### config.mk
export PLATFORM = sky130hd
export DESIGN_NAME = insn_encoder_flat
export DESIGN_NICKNAME = d
export VERILOG_FILES = /design/src/rtl/insn_encoder_pkg.sv /design/src/rtl/insn_encoder_if.sv /design/src/rtl/insn_encoder_pack.sv /design/src/rtl/insn_encoder.sv /design/src/flat_wrapper.sv
export SDC_FILE = /design/constraint.sdc
export NUM_CORES = 1
export LEC_CHECK = 0
export ABC_AREA = 1
export CAP_MARGIN = 10
export CORE_MARGIN = 2
export CORE_UTILIZATION = 44
export DETAILED_ROUTE_END_ITERATION = 12
export MAX_ROUTING_LAYER = met4
export PLACE_DENSITY = 0.89
export SLEW_MARGIN = 10
export SYNTH_ARGS = -nofsm -noshare
export SYNTH_HDL_FRONTEND = slang
export SYNTH_SLANG_ARGS = --single-unit
### constraint.sdc
create_clock -name i_clk -period 1.3 [get_ports i_clk]
set_input_delay 0.325 -clock i_clk [delete_from_list [all_inputs] [get_ports i_clk]]
set_output_delay 0.325 -clock i_clk [all_outputs]
set_load 0.02 [all_outputs]
### src/rtl/insn_encoder_pkg.sv
// Shared definitions for the instruction encoder: field widths, type/opcode codes,
// FSM state encoding and the instruction field bundle.
package insn_encoder_pkg;

  localparam int unsigned TYPE_W = 2;
  localparam int unsigned OP_W   = 4;
  localparam int unsigned REG_W  = 3;
  localparam int unsigned IMM_W  = 5;
  localparam int unsigned WORD_W = 9;

  localparam logic [TYPE_W-1:0] TYPE_I   = 2'd0;
  localparam logic [TYPE_W-1:0] TYPE_II  = 2'd1;
  localparam logic [TYPE_W-1:0] TYPE_III = 2'd2;
  localparam logic [TYPE_W-1:0] TYPE_IV  = 2'd3;

  // typeI opcode that terminates a program load
  localparam logic [OP_W-1:0] I_HALT = 4'hF;

  typedef enum logic [1:0] {
    ST_IDLE = 2'd0,
    ST_LOAD = 2'd1,
    ST_DONE = 2'd2
  } enc_state_e;

  typedef struct packed {
    logic [TYPE_W-1:0] typ;
    logic [OP_W-1:0]   op;
    logic [REG_W-1:0]  rg;
    logic [IMM_W-1:0]  imm;
  } insn_fields_t;

endpackage

### src/rtl/insn_encoder_if.sv
// Instruction-field input handshake plus memory write port and load status.
interface insn_encoder_if #(
  parameter int unsigned ADDR_W = 8
);
  import insn_encoder_pkg::*;

  logic              start;
  logic              in_valid;
  logic              in_ready;
  logic [TYPE_W-1:0] in_type;
  logic [OP_W-1:0]   in_op;
  logic [REG_W-1:0]  in_reg;
  logic [IMM_W-1:0]  in_imm;
  logic              mem_we;
  logic [ADDR_W-1:0] mem_addr;
  logic [WORD_W-1:0] mem_wdata;
  logic              done;
  logic [ADDR_W:0]   count;
  logic              err;

  modport master (
    output start, in_valid, in_type, in_op, in_reg, in_imm,
    input  in_ready, mem_we, mem_addr, mem_wdata, done, count, err
  );

  modport slave (
    input  start, in_valid, in_type, in_op, in_reg, in_imm,
    output in_ready, mem_we, mem_addr, mem_wdata, done, count, err
  );

endinterface

### src/rtl/insn_encoder_pack.sv
// Combinational field-to-word packing; with ENC_RANGE_CHECK_EN defined it also flags
// beats whose unused field bits are nonzero.
module insn_pack
  import insn_encoder_pkg::*;
(
  input  insn_fields_t      i_fields,
  output logic [WORD_W-1:0] o_word_c,
  output logic              o_err_c
);

  always_comb begin
    o_word_c = '0;
    case (i_fields.typ)
      TYPE_I:           o_word_c = {i_fields.typ, i_fields.op, i_fields.rg};
      TYPE_III:         o_word_c = {i_fields.typ, i_fields.op[1:0], i_fields.imm};
      TYPE_II, TYPE_IV: o_word_c = {i_fields.typ, i_fields.op[0], i_fields.imm[2:0], i_fields.rg};
    endcase
  end

`ifdef ENC_RANGE_CHECK_EN
  // Any bit the chosen layout discards must be zero
  always_comb begin
    o_err_c = 1'b0;
    case (i_fields.typ)
      TYPE_I:           o_err_c = |i_fields.imm;
      TYPE_III:         o_err_c = (|i_fields.op[3:2]) | (|i_fields.rg);
      TYPE_II, TYPE_IV: o_err_c = (|i_fields.op[3:1]) | (|i_fields.imm[4:3]);
    endcase
  end
`else
  assign o_err_c = 1'b0;
`endif

endmodule

### src/rtl/insn_encoder.sv
// Program loader: packs accepted instruction beats and writes them to sequential
// memory addresses until HALT or full. Optional field checking via ENC_RANGE_CHECK_EN.
module insn_encoder
  import insn_encoder_pkg::*;
#(
  parameter int unsigned ADDR_W = 8
) (
  input logic           i_clk,
  input logic           i_rst,
  insn_encoder_if.slave bus
);

  enc_state_e        r_state;
  logic              r_ready;
  logic              r_we;
  logic [ADDR_W-1:0] r_addr;
  logic [WORD_W-1:0] r_wdata;
  logic [ADDR_W:0]   r_count;
  logic              r_done;
  logic              r_err;

  insn_fields_t      w_fields;
  logic [WORD_W-1:0] w_word;
  logic              w_bad;
  logic              w_accept;
  logic              w_halt;
  logic              w_last;

  assign w_fields = {bus.in_type, bus.in_op, bus.in_reg, bus.in_imm};

  insn_pack u_pack (
    .i_fields (w_fields),
    .o_word_c (w_word),
    .o_err_c  (w_bad)
  );

  assign w_accept = bus.in_valid & r_ready;
  assign w_halt   = (bus.in_type == TYPE_I) && (bus.in_op == I_HALT);
  // Count equals the write pointer while loading, so its low bits address memory
  assign w_last   = (r_count[ADDR_W-1:0] == {ADDR_W{1'b1}});

  always_ff @(posedge i_clk) begin
    if (i_rst) begin
      r_state <= ST_IDLE;
      r_ready <= 1'b0;
      r_we    <= 1'b0;
      r_addr  <= '0;
      r_wdata <= '0;
      r_count <= '0;
      r_done  <= 1'b0;
      r_err   <= 1'b0;
    end else begin
      r_we <= 1'b0;
      case (r_state)
        ST_IDLE, ST_DONE: begin
          if (bus.start) begin
            r_state <= ST_LOAD;
            r_ready <= 1'b1;
            r_count <= '0;
            r_done  <= 1'b0;
            r_err   <= 1'b0;
          end
        end
        ST_LOAD: begin
          // Start restarts the load and drops a simultaneous beat
          if (bus.start) begin
            r_count <= '0;
            r_done  <= 1'b0;
            r_err   <= 1'b0;
          end else if (w_accept) begin
            if (w_bad) begin
              r_err <= 1'b1;
            end else begin
              r_we    <= 1'b1;
              r_addr  <= r_count[ADDR_W-1:0];
              r_wdata <= w_word;
              r_count <= r_count + (ADDR_W+1)'(1);
              if (w_halt || w_last) begin
                r_state <= ST_DONE;
                r_ready <= 1'b0;
                r_done  <= 1'b1;
              end
            end
          end
        end
        default: begin
          r_state <= ST_IDLE;
          r_ready <= 1'b0;
        end
      endcase
    end
  end

  assign bus.in_ready  = r_ready;
  assign bus.mem_we    = r_we;
  assign bus.mem_addr  = r_addr;
  assign bus.mem_wdata = r_wdata;
  assign bus.count     = r_count;
  assign bus.done      = r_done;
  assign bus.err       = r_err;

endmodule

### src/flat_wrapper.sv
// flat-port wrapper written by rule: the top's interface ports become plain ports
module insn_encoder_flat import insn_encoder_pkg::*;
#(
  parameter int unsigned ADDR_W = 8
)
  (i_clk, i_rst, bus_start, bus_in_valid, bus_in_type, bus_in_op, bus_in_reg, bus_in_imm, bus_in_ready, bus_mem_we, bus_mem_addr, bus_mem_wdata, bus_done, bus_count, bus_err);
  insn_encoder_if #(.ADDR_W(ADDR_W)) bus_i ();
  input logic i_clk;
  input logic i_rst;
  input wire logic [$bits(bus_i.start)-1:0] bus_start;
  input wire logic [$bits(bus_i.in_valid)-1:0] bus_in_valid;
  input wire logic [$bits(bus_i.in_type)-1:0] bus_in_type;
  input wire logic [$bits(bus_i.in_op)-1:0] bus_in_op;
  input wire logic [$bits(bus_i.in_reg)-1:0] bus_in_reg;
  input wire logic [$bits(bus_i.in_imm)-1:0] bus_in_imm;
  output wire logic [$bits(bus_i.in_ready)-1:0] bus_in_ready;
  output wire logic [$bits(bus_i.mem_we)-1:0] bus_mem_we;
  output wire logic [$bits(bus_i.mem_addr)-1:0] bus_mem_addr;
  output wire logic [$bits(bus_i.mem_wdata)-1:0] bus_mem_wdata;
  output wire logic [$bits(bus_i.done)-1:0] bus_done;
  output wire logic [$bits(bus_i.count)-1:0] bus_count;
  output wire logic [$bits(bus_i.err)-1:0] bus_err;
  assign bus_i.start = bus_start;
  assign bus_i.in_valid = bus_in_valid;
  assign bus_i.in_type = bus_in_type;
  assign bus_i.in_op = bus_in_op;
  assign bus_i.in_reg = bus_in_reg;
  assign bus_i.in_imm = bus_in_imm;
  assign bus_in_ready = bus_i.in_ready;
  assign bus_mem_we = bus_i.mem_we;
  assign bus_mem_addr = bus_i.mem_addr;
  assign bus_mem_wdata = bus_i.mem_wdata;
  assign bus_done = bus_i.done;
  assign bus_count = bus_i.count;
  assign bus_err = bus_i.err;
  insn_encoder #(.ADDR_W(ADDR_W)) u_core (.i_clk(i_clk), .i_rst(i_rst), .bus(bus_i));
endmodule
==> results.py, run 1 <==
metrics = {
    "worst_setup_path": {
        "critical_path.max_stage_delay_ps": 350,
        "arrival_ps": 960,
        "cp_cell_sequence": "clkdlybuf4s15_2",
        "timing.critical_path.fanout_max": 2,
        "regToRegSetupSlack_ps": 10,
        "crit_type": "reg2out",
        "worst_setup_path_end_kind": "primary output",
        "critical_path.n_buffers_inverters": 1,
        "worst-r2r-cell-count": 8,
        "critical-path-top-delay-family": "flip-flops",
        "worst_path_max_delay_cell": "sky130_fd_sc_hd__dfxtp_1",
        "startpoint_type": "register",
        "timing.rr.end": "u_core.r_state[0]",
        "critPathRequiredTime_ps": 980,
        "worstReg2RegStart": "u_core.bus.count[0]",
    },
    "min_path": {
        "holdPathStages": 2,
        "holdCritPathClass": "reg2reg",
        "min-delay-start": "u_core.bus.done",
        "hold_path_end": "u_core.bus.done",
    },
    "logic_synthesis": {
        "synth_area_um2": 1400,
        "syn_nets": 202,
        "postSynth.asyncResetShare": 0,
        "dominantRegCellSynth": "sky130_fd_sc_hd__dfxtp_1",
        "post_synth.cell_area_avg_um2": 7.66,
        "synth_enable_flop_cells": 0,
        "yosysWarnings": 0,
        "synth-seq-area-share": 0.442,
        "synth-seq-cells": 31,
        "syn-instance-count": 183,
        "post_synth_num_cell_types": 30,
    },
    "clock_network": {
        "clock_path_buffers": 2,
        "cts_hold_buf": 0,
        "tritoncts": "built",
        "clock_transition_at_path_regs_ps": 100,
        "clkSinkCount": 31,
        "cts-htree-levels": 2,
        "worstSkewPairLatency_ps": 340,
        "numCtsBuffers": 5,
        "clk_root_buffer_cell": "sky130_fd_sc_hd__clkbuf_4",
    },
    "timing": {
        "max_freq_mhz": 778,
        "timing.final.setup_violations": 0,
        "timing.final.max_slew_violations": 0,
        "final_min_period_over_clock_period": 0.989,
        "fin_crit_ps": 1290,
        "rsz0062_at_grt": "true",
        "finalHoldViolations": 0,
        "fin_skew_ps": 7.77,
        "finalSetupTns_ps": 0,
    },
    "die": {
        "coreArea_um2": 3050,
        "num_rows": 20,
        "design.die.area_um2": 3660,
        "fp.dieH_um": 60.5,
        "starting_density": 0.459,
        "chipWidth_um": 60.5,
        "top_level_pins": 48,
    },
    "job": {
        "timing.max_cap.violations": 0,
    },
    "final_layout": {
        "area_delta_synth_final_pct": 57.1,
        "drive_above_1_share": 0.365,
        "layout_commonest_cell": "sky130_fd_sc_hd__buf_4",
        "fin_util": 0.722,
        "antenna_cells": 0,
        "fin_nets": 281,
        "mostFrequentLayoutCells": "sky130_fd_sc_hd__buf_4, sky130_fd_sc_hd__nand2_1, sky130_fd_sc_hd__dfxtp_1, sky130_fd_sc_hd__o21ai_0, sky130_fd_sc_hd__a21oi_1",
    },
    "global_route": {
        "antenna_violations_before_repair": 0,
        "wire_length_of_the_first_global_routing_pass_mm": 5.93,
        "grt.overflow.total": 0,
        "first_global_vias": 1391,
        "largest_net_degree_at_the_start_of_global_routing": 18,
        "grt_util_all_layers": 0.230,
    },
    "place": {
        "detailedPlacementHpwl_mm": 2.88,
        "placement.io_buffers": 46,
        "gp_routability_congestion": 0.900,
    },
    "detailed_routing": {
        "routed-via-count": 1566,
        "drt_first_iter_violations": 57,
        "routed_wire_length_per_instance_um": 13.3,
        "detail-route-antenna-nets": 0,
        "post_route_drc_violation_count": 0,
        "detail_route.vias_per_cell": 5.10,
        "drt_first_pass_iters": 4,
        "postRouteWirelength_mm": 4.10,
    },
    "power_and_ir_drop": {
        "power.ir.vdd_worst_mv": 0.527,
        "share_clk_of_total_power": 0.340,
        "p_sw_frac": 0.255,
        "p_seq_frac": 0.511,
        "combinationalPowerShare": 0.149,
        "power.net_switching_w": 0.000487,
        "static-leakage-power_nw": 0.966,
        "cell_internal_pwr_w": 0.00142,
        "pwr_density_cell_nw_per_um2": 866,
    },
    "status": {
        "result_of_the_run": "completed",
    },
}
-- synthesized netlist by cell type (2+ instances only) --
cell,count,share of area
sky130_fd_sc_hd__nand3_1,4,0.014
sky130_fd_sc_hd__a31oi_1,7,0.031
sky130_fd_sc_hd__a21oi_1,18,0.064
sky130_fd_sc_hd__dfxtp_1,31,0.44
sky130_fd_sc_hd__buf_6,2,0.016
sky130_fd_sc_hd__buf_2,3,0.011
sky130_fd_sc_hd__nand2_1,31,0.083
sky130_fd_sc_hd__nor2_2,2,0.0089
sky130_fd_sc_hd__nor2_1,19,0.051
sky130_fd_sc_hd__a22oi_1,4,0.021
sky130_fd_sc_hd__inv_4,2,0.0089
sky130_fd_sc_hd__nand2_4,2,0.016
sky130_fd_sc_hd__o21ai_0,22,0.079
sky130_fd_sc_hd__nand2_2,2,0.0089
sky130_fd_sc_hd__nand4_1,3,0.013
sky130_fd_sc_hd__inv_1,17,0.045
-- state kept, by name (all words and copies together), names as in the netlist --
name                  flops
u_core.bus.mem_addr       8
u_core.bus.done           1
u_core.bus.in_ready       1
u_core.bus.mem_wdata      9
u_core.r_state            2
u_core.bus.count          9
u_core.bus.mem_we         1
-- area by class of cell --
class / count / area, um^2
fillers: 243 / 850
well taps: 44 / 55.1
multi-input cells: 125 / 679
clock buffers: 8 / 68.8
flip-flops and latches: 31 / 629
repair buffers: 79 / 686
inverters: 20 / 85.1
-- per-stage QoR --
stage / total power [W] / cells / instance area [um^2] / setup slack, ps / hold slack (ps)
5_1_grt: 0.00198 / 307 / 2200 / -43.5 / 527
2_1_floorplan: 0.00112 / 183 / 1410 / 37.2 / 486
3_3_place_gp: 0.00126 / 296 / 2130 / -357 / 465
4_1_cts: 0.00190 / 305 / 2230 / 0.419 / 496
3_5_place_dp: 0.00127 / 296 / 2130 / -405 / 464
6_report: 0.00191 / 307 / 2200 / 14.9 / 485
-- worst max path at each step --
| stage | startpoint | end | slack (ps) | cells past startpoint |
|---|---|---|---|---|
| global route | u_core.bus.count[0] | u_core.r_state[0] | -40 | 8 |
| global placement | bus_start | u_core.bus.count[5] | -360 | 10 |
| floorplan | u_core.bus.in_ready | u_core.bus.mem_wdata[0] | 40 | 6 |
| detailed placement | bus_in_valid | u_core.bus.mem_addr[3] | -410 | 8 |
| finish | u_core.bus.mem_wdata[4] | bus_mem_wdata[4] | 10 | 1 |
| CTS | u_core.bus.count[3] | bus_count[3] | 0.4 | 1 |
-- worst register-to-register path, cell delays in order (launching register included) --
cell and delay, ps:
sky130_fd_sc_hd__dfxtp_2 380, sky130_fd_sc_hd__ha_1 220, sky130_fd_sc_hd__nand2_2 100, sky130_fd_sc_hd__nor2_1 90, sky130_fd_sc_hd__nand2_1 90, sky130_fd_sc_hd__nand2_2 100
sky130_fd_sc_hd__nand2_1 70, sky130_fd_sc_hd__nand2_1 70, sky130_fd_sc_hd__a21oi_1 60
-- power groups by stage --
stage	combinational [W]	clock, W	sequential, W
2_1_floorplan	0.000115	0	0.00101
3_3_place_gp	0.000267	0	0.000996
3_5_place_dp	0.000274	0	0.000996
4_1_cts	0.000274	0.000650	0.000975
5_1_grt	0.000308	0.000695	0.000977
6_report	0.000285	0.000648	0.000975
-- what timing repair did --
action                     in CTS  in global routing
gates cloned                    0                  0
gates resized for setup        94                 28
setup endpoints to repair      42                 36
setup buffers                   1                  2
pin swaps                       1                  7
-- kinds of logic after synthesis --
logic type | share of synthesized area
adders and majority gates | 0.00892
and+or+nand+nor | 0.227
buffers and inverters | 0.0919
AOI/OAI and AO/OA | 0.227
DFF | 0.442
other | 0.00267
-- layer usage --
metal,part of all wire,GRT usage,vias to the layer above
met5,0,-,-
met4,0.025,0.130,0
met3,0.052,0.0512,9
met2,0.55,0.410,60
met1,0.38,0.231,720
li1,-,-,777
No activity file was read; power rests on OpenSTA's default activity.
==> run 2: changes to the inputs <==
Settings changed: CTS_CLUSTER_DIAMETER set to 120.
==> results of run 2 <==
Final layout, timing and power as in run 1 (identical DEF).
==> run 3: changes to the inputs <==
Settings changed: GPL_ROUTABILITY_DRIVEN set to 0.
==> results of run 3 <==
Final layout, timing and power as in run 1 (identical DEF).
